$ cat src/rtl/stepdir_phase_sequencer.sv
// stepdir_phase_sequencer: step/dir/MS inputs to registered A3988 I0/I1/Phase coil controls per motor.
// Define STEPDIR_POSITION_EN to build in the signed position counters and pos_data readback.
module stepdir_phase_sequencer #(
   parameter int CHANNELS    = 2,
   parameter int SYNC_STAGES = 2,
   parameter int POS_WIDTH   = 16
) (
   input  logic                                         clk,
   input  logic                                         reset_n,
   input  logic [CHANNELS-1:0]                          enable,
   input  logic [CHANNELS-1:0]                          step,
   input  logic [CHANNELS-1:0]                          dir,
   input  logic [CHANNELS-1:0]                          ms1,
   input  logic [CHANNELS-1:0]                          ms2,
   output logic [CHANNELS-1:0]                          coil_a_i0,
   output logic [CHANNELS-1:0]                          coil_a_i1,
   output logic [CHANNELS-1:0]                          coil_a_phase,
   output logic [CHANNELS-1:0]                          coil_b_i0,
   output logic [CHANNELS-1:0]                          coil_b_i1,
   output logic [CHANNELS-1:0]                          coil_b_phase,
   input  logic [(CHANNELS > 1 ? $clog2(CHANNELS) : 1)-1:0] pos_sel,
   output logic [POS_WIDTH-1:0]                         pos_data
);
   localparam int BW = 5 * CHANNELS;

   function automatic logic [2:0] inc(input logic m1, input logic m2);
      return m2 ? 3'd1 : m1 ? 3'd2 : 3'd4;
   endfunction

   function automatic logic [3:0] step_k(input logic [3:0] k, input logic d, input logic m1, input logic m2);
      logic [3:0] base;
      base = m2 ? k : m1 ? {k[3:1], 1'b0} : {k[3:2], 2'b10};
      return d ? base + 4'(inc(m1, m2)) : base - 4'(inc(m1, m2));
   endfunction

   function automatic logic [2:0] coil(input logic [3:0] k, input logic en);
      logic [2:0] j;
      logic [1:0] m;
      j = k[2:0];
      m = (j == 3'd4) ? 2'b11 : (j == 3'd3 || j == 3'd5) ? 2'b10 :
          (j == 3'd2 || j == 3'd6) ? 2'b01 : 2'b00;
      return {en ? m : 2'b11, ~(k[3] ^ k[2])};
   endfunction

   logic [BW-1:0]        sync_q [SYNC_STAGES];
   logic [BW-1:0]        sync_d [SYNC_STAGES];
   logic [CHANNELS-1:0]  prev_q, prev_d;
   logic [SYNC_STAGES:0] rdy_q, rdy_d;
   logic [3:0]           k_q [CHANNELS];
   logic [3:0]           k_d [CHANNELS];
   logic [2:0]           a_q [CHANNELS];
   logic [2:0]           a_d [CHANNELS];
   logic [2:0]           b_q [CHANNELS];
   logic [2:0]           b_d [CHANNELS];
   logic [CHANNELS-1:0]  step_s, dir_s, ms1_s, ms2_s, en_s, en_nx, acc;

   assign step_s = sync_q[SYNC_STAGES-1][0 +: CHANNELS];
   assign dir_s  = sync_q[SYNC_STAGES-1][CHANNELS +: CHANNELS];
   assign ms1_s  = sync_q[SYNC_STAGES-1][2*CHANNELS +: CHANNELS];
   assign ms2_s  = sync_q[SYNC_STAGES-1][3*CHANNELS +: CHANNELS];
   assign en_s   = sync_q[SYNC_STAGES-1][4*CHANNELS +: CHANNELS];
   // Output forcing follows the enable one stage early, so it tracks the synchronised enable on the same edge.
   assign en_nx  = sync_q[SYNC_STAGES-2][4*CHANNELS +: CHANNELS];
   // rdy_q marks when prev_q holds a real post-reset sample, so a step held high through reset is not an edge.
   assign acc    = step_s & ~prev_q & en_s & {CHANNELS{rdy_q[SYNC_STAGES]}};

   always_comb begin
      sync_d[0] = {enable, ms2, ms1, dir, step};
      for (int i = 1; i < SYNC_STAGES; i++) sync_d[i] = sync_q[i-1];
      prev_d = step_s;
      rdy_d  = {rdy_q[SYNC_STAGES-1:0], 1'b1};
      for (int i = 0; i < CHANNELS; i++) begin
         k_d[i] = acc[i] ? step_k(k_q[i], dir_s[i], ms1_s[i], ms2_s[i]) : k_q[i];
         a_d[i] = coil(k_d[i], en_nx[i]);
         b_d[i] = coil(k_d[i] + 4'd12, en_nx[i]);
      end
   end

   always_ff @(posedge clk or negedge reset_n) begin
      if (!reset_n) begin
         for (int i = 0; i < SYNC_STAGES; i++) sync_q[i] <= '0;
         prev_q <= '0;
         rdy_q  <= '0;
         for (int i = 0; i < CHANNELS; i++) begin
            k_q[i] <= 4'd2;
            a_q[i] <= 3'b011;
            b_q[i] <= 3'b011;
         end
      end else begin
         for (int i = 0; i < SYNC_STAGES; i++) sync_q[i] <= sync_d[i];
         prev_q <= prev_d;
         rdy_q  <= rdy_d;
         for (int i = 0; i < CHANNELS; i++) begin
            k_q[i] <= k_d[i];
            a_q[i] <= a_d[i];
            b_q[i] <= b_d[i];
         end
      end
   end

   for (genvar c = 0; c < CHANNELS; c++) begin : g_out
      assign {coil_a_i1[c], coil_a_i0[c], coil_a_phase[c]} = a_q[c];
      assign {coil_b_i1[c], coil_b_i0[c], coil_b_phase[c]} = b_q[c];
   end

`ifdef STEPDIR_POSITION_EN
   logic [POS_WIDTH-1:0] pos_q [CHANNELS];
   logic [POS_WIDTH-1:0] pos_d [CHANNELS];
   logic [POS_WIDTH-1:0] pos_data_q, pos_data_d;

   always_comb begin
      for (int i = 0; i < CHANNELS; i++)
         pos_d[i] = !acc[i] ? pos_q[i] :
                    dir_s[i] ? pos_q[i] + POS_WIDTH'(inc(ms1_s[i], ms2_s[i])) :
                               pos_q[i] - POS_WIDTH'(inc(ms1_s[i], ms2_s[i]));
      pos_data_d = (int'(pos_sel) < CHANNELS) ? pos_q[pos_sel] : '0;
   end

   always_ff @(posedge clk or negedge reset_n) begin
      if (!reset_n) begin
         for (int i = 0; i < CHANNELS; i++) pos_q[i] <= '0;
         pos_data_q <= '0;
      end else begin
         for (int i = 0; i < CHANNELS; i++) pos_q[i] <= pos_d[i];
         pos_data_q <= pos_data_d;
      end
   end

   assign pos_data = pos_data_q;
`else
   logic unused_sel;
   assign unused_sel = ^pos_sel;
   assign pos_data   = '0;
`endif
endmodule
$ cat config.mk
export PLATFORM = sky130hd
export DESIGN_NAME = stepdir_phase_sequencer
export DESIGN_NICKNAME = d
export VERILOG_FILES = /design/src/rtl/stepdir_phase_sequencer.sv
export SDC_FILE = /design/constraint.sdc
export NUM_CORES = 1
export LEC_CHECK = 0
export ABC_AREA = 1
export CELL_PAD_IN_SITES_DETAIL_PLACEMENT = 0
export CELL_PAD_IN_SITES_GLOBAL_PLACEMENT = 2
export CORE_UTILIZATION = 31
export DETAILED_ROUTE_END_ITERATION = 7
export PLACE_DENSITY_LB_ADDON = 0.1
export SYNTH_ARGS = -nofsm -noshare
export SYNTH_HDL_FRONTEND = slang
export SYNTH_SLANG_ARGS = --single-unit
$ cat constraint.sdc
create_clock -name clk -period 2.3 [get_ports clk]
set_input_delay 0.345 -clock clk [delete_from_list [all_inputs] [get_ports clk]]
set_output_delay 0.345 -clock clk [all_outputs]
set_load 0.1 [all_outputs]
# [After elaboration in Yosys (flattened, before gate mapping)]
# Cells that the tools add are included.
[word_totals] regBits=45 input_bits=13 out_inout_bits=28 word_cells=84
[classes] add_sub_neg=6 eq_ne=20 muxes=28 bitwise_logic=12 reduce_logical=8
[ops] cell="$eq 3x3->1 const B" count=12
[ops] cell="$mux 2" count=16
[ops] cell="$eq 3x2->1 const B" count=8
[ops] cell="$mux 4" count=4
[ops] cell="$mux 3" count=4
[ops] cell="$add 4x3->4" count=2
[ops] cell="$add 4x4->4 const B" count=2
[ops] cell="$logic_or 1x1->1" count=8
[ops] cell="$sub 4x3->4" count=2
[ops] cell="$and 2x2->2" count=3
[ops] cell="$mux 1" count=4
[ops] cell="$not 1->1" count=4
[ops] cell="$xor 1x1->1" count=4
[ops] cell="$not 2->2" count=1

# [Longest topological paths before layout]
[logic_depth] ltp_word=12 depth_mapped=13

# [Worst setup path before layout]
# Ideal clock, no wire load.
[synth_path] path_kind="reg2reg" from="register sync_q (netlist bit ms2_s[1])" to="register a_q (netlist bit coil_a_i1[1])" arrival_ps=1642 required_ps=2174 slack_ps=532 stages_incl_launch_ff=10 n_path_buf=0 period_less_slack_ps=1768 path_cell_list="dfrtp_1 -> nor2_1 -> or2_2 -> fa_1 -> xnor2_1 -> nand2_1 -> nand2_1 -> nor2_1 -> inv_1 -> nand3_1"
[synth_rtl] element="from (decl)" line_no="45" rtl="logic [BW-1:0] sync_q [SYNC_STAGES];"
[synth_rtl] element="to (signal, indexed assignment)" line_no="95" rtl="a_q[i] <= a_d[i];"
[synth_rtl] element="to (decl)" line_no="51" rtl="logic [2:0] a_q [CHANNELS];"

==> out/metrics.yaml <==
route:
  drc: 0
  drtIter0Drc: 52
  antenna_left: 0
  dr_wl_met3_microns: 144
  via_per_inst: 3.91
  firstDrtPassIters: 4
  wl_met1_mm: 1.63
  wl_met2_mm: 1.30
  drt_wl_total_mm: 3.15
  num_vias: 1260
  routed.top_layer: "met4"
  drt-wirelength-per-cell_microns: 9.78
critical_path:
  cp_max_fo: 5
  slowest_delay_ns: 0.43
  crit_buf_inv: 1
  crit_slowest_cell: "dfrtp_1"
  crit_arrival_ns: 2.14
  cp-start-kind: "flip-flop"
  startpoint: "ms2_s[1]$_DFF_PN0_"
  r2r-start: "ms2_s[1]$_DFF_PN0_"
  crit_required_ns: 2.49
  end_kind: "flip-flop"
  reg2reg_slack_ns: 0.35
  critPathKind: "flip-flop to flip-flop"
  critical_path.top_delay_family: "simple AND/OR/NAND/NOR gates"
  crit_chain: "nor2_1 > or2_2 > fa_1 > xnor2_1 > nand2_1 > nand2_1 > nor2_1 > inv_1 > nand3_1"
pwr:
  totalPowerFinal_mw: 3.05
  p_per_area_nw_per_um2: 1290
  p_leak_nw: 1.23
  peakVddDrop_mv: 0.702
timing:
  drv_slew: 0
  fmax_ghz: 0.512
  relSlewSlack_pct: 63.5
  worst_slew_pin_slew_ns: 0.547
  rsz0062_at_grt: "false"
  hold_viol_final: 0
  finalCriticalPeriod_ns: 1.95
  period_share_pct: 84.9
  finalSetupViolations: 0
  fin_worst_skew_ns: 0.00793
  fin_setup_tns_ns: 0
synthesis:
  ys_seq_area_share_pct: 56.1
  yosysTopAreaCell: "dfrtp_1"
  synth_cell_type_count: 22
  synth_seq_cells: 45
  ys_warn_count: 0
  synth_edf_count: 0
  async_flop_share_pct: 100
  yosys.area.top_type_share_pct: 43.2
  syn-cell-area_sq_um: 2030
  synthTopCellsByCount: "nand2_1 (58), dfrtp_1 (35), inv_1 (32)"
  syn_inst: 214
  yosys-top-cells-area: "dfrtp_1 (43%), dfstp_2 (13%), nand2_1 (11%)"
  synthFlopType: "dfrtp_1"
  synth_area_per_cell_sq_um: 9.48
  synth.most_common_cell: "nand2_1"
place:
  dp_hpwl_mm: 2.32
  place_congestion: 0.664
  port_buffers: 23
global_route:
  gr-total-overflow: 0
  grtUsageTotal_pct: 10.3
  grt_pass1_wl_mm: 5.49
  grt_start_max_net_pins: 46
  antenna_found_initial: 0
  first_global_vias: 1155
die:
  fp.dieH_microns: 82.9
  die_area_sq_um: 6870
  start_util_pct: 31.9
  pin_count: 41
  core_area_sq_um: 6350
  rows: 29
  dieWidth_microns: 82.9
cts:
  cts-root-buf: "clkbuf_8"
  cts_tree: "built"
  cts_max_level: 2
  numCtsBuffers: 5
  ctsHoldBuffers: 0
  cts.clk_slew.worst_paths_ns: 0.09
  clock-sinks: 45
  clockBufferDepth: 2
  post_cts_buffers: 0
  cts_resized: 0
  clk_latency_ns: 0.29
run_status:
  run_status: "completed"
finish:
  antenna-diode-count: 0
  nNetsFinal: 264
  drive_gt1_share_pct: 19.6
  final.fill_count: 645
  syn_to_final_growth_pct: 17.1
min_path:
  holdCritPathClass: "input pin to asynchronous set/reset pin"
flow_run:
  maxCapViolCount: 0
worst paths after layout:
path                                        endpoint  cells past startpoint
setup / recovery              coil_a_i1[1]$_DFF_PN0_                      9
hold / removal                      k_q[6]$_DFF_PN0_                      2
setup reg to reg              coil_a_i1[1]$_DFF_PN0_                      9
hold reg to reg                   rdy_q[2]$_DFF_PN0_                      0
max in group asynchronous  coil_b_phase[0]$_DFF_PN1_                      2
min in group clk                  rdy_q[2]$_DFF_PN0_                      0
cell type report:
cell class | count | area [sq um] | share of cell area [%]
Sequential cell | 45 | 1140 | 47.9
Multi-Input combinational cell | 136 | 706 | 29.7
Timing Repair Buffer | 24 | 203 | 8.54
Inverter | 32 | 120 | 5.06
Tap cell | 77 | 96.3 | 4.06
Clock buffer | 6 | 72.6 | 3.06
Clock inverter | 2 | 38.8 | 1.63
power breakdown:
part / leakage [nW] / internal, mW / switching (mW)
Clock: 0.0554 / 0.326 / 0.268
Sequential: 0.511 / 0.984 / 0.0748
Combinational: 0.662 / 0.327 / 1.07
Total: 1.23 / 1.64 / 1.42
layout by cell type, fill, tap and decap left out, types with 3 or more instances in the layout:
cell and count:
o21ai_2 3, nor2_1 12, clkdlybuf4s50_1 10, dfrtp_1 35
clkbuf_8 5, buf_4 13, nand2_1 58, nand3_1 12
o21ai_0 3, conb_1 17, o21ai_1 3, a21oi_1 4
inv_1 32, ha_1 5, nand2_2 8, dfstp_2 10
per-layer routing:
metal	vias to the layer above	global-route usage, %
met5	-	0
met2	35	13.7
li1	676	-
met4	0	6.11
met3	6	2.78
met1	543	14.9
kinds of logic after synthesis:
group	count (synthesis)	synth area share [%]
other	2	0.370
buffers and inverters	48	11.8
flip-flops	45	56.1
XOR/XNOR	1	0.432
AND/OR/NAND/NOR	98	22.4
AO/OA/AOI/OAI	13	3.76
adder cells (fa/ha/maj)	7	5.06
per-stage QoR:
step | instances | area (sq um) | hold slack, ns | util [%] | worst slack (ns)
6_report | 322 | 2370 | 0.105 | 37.4 | 0.346
3_3_place_gp | 314 | 2260 | 0.332 | 35.6 | 0.344
4_1_cts | 322 | 2370 | 0.129 | 37.4 | 0.326
2_1_floorplan | 229 | 2080 | 0.0494 | - | 0.532
3_5_place_dp | 314 | 2260 | 0.335 | 35.6 | 0.355
5_1_grt | 322 | 2370 | 0.145 | 37.4 | 0.196
worst reg2reg max path: cells and delay by family (launching register included):
kind	cells	cell delay, ns
XOR/XNOR	1	0.25
adder cells (fa/ha/maj)	1	0.41
buffers and inverters	1	0.06
flip-flops	1	0.43
AND/OR/NAND/NOR	6	0.69
(Power assumes the default switching activity.)
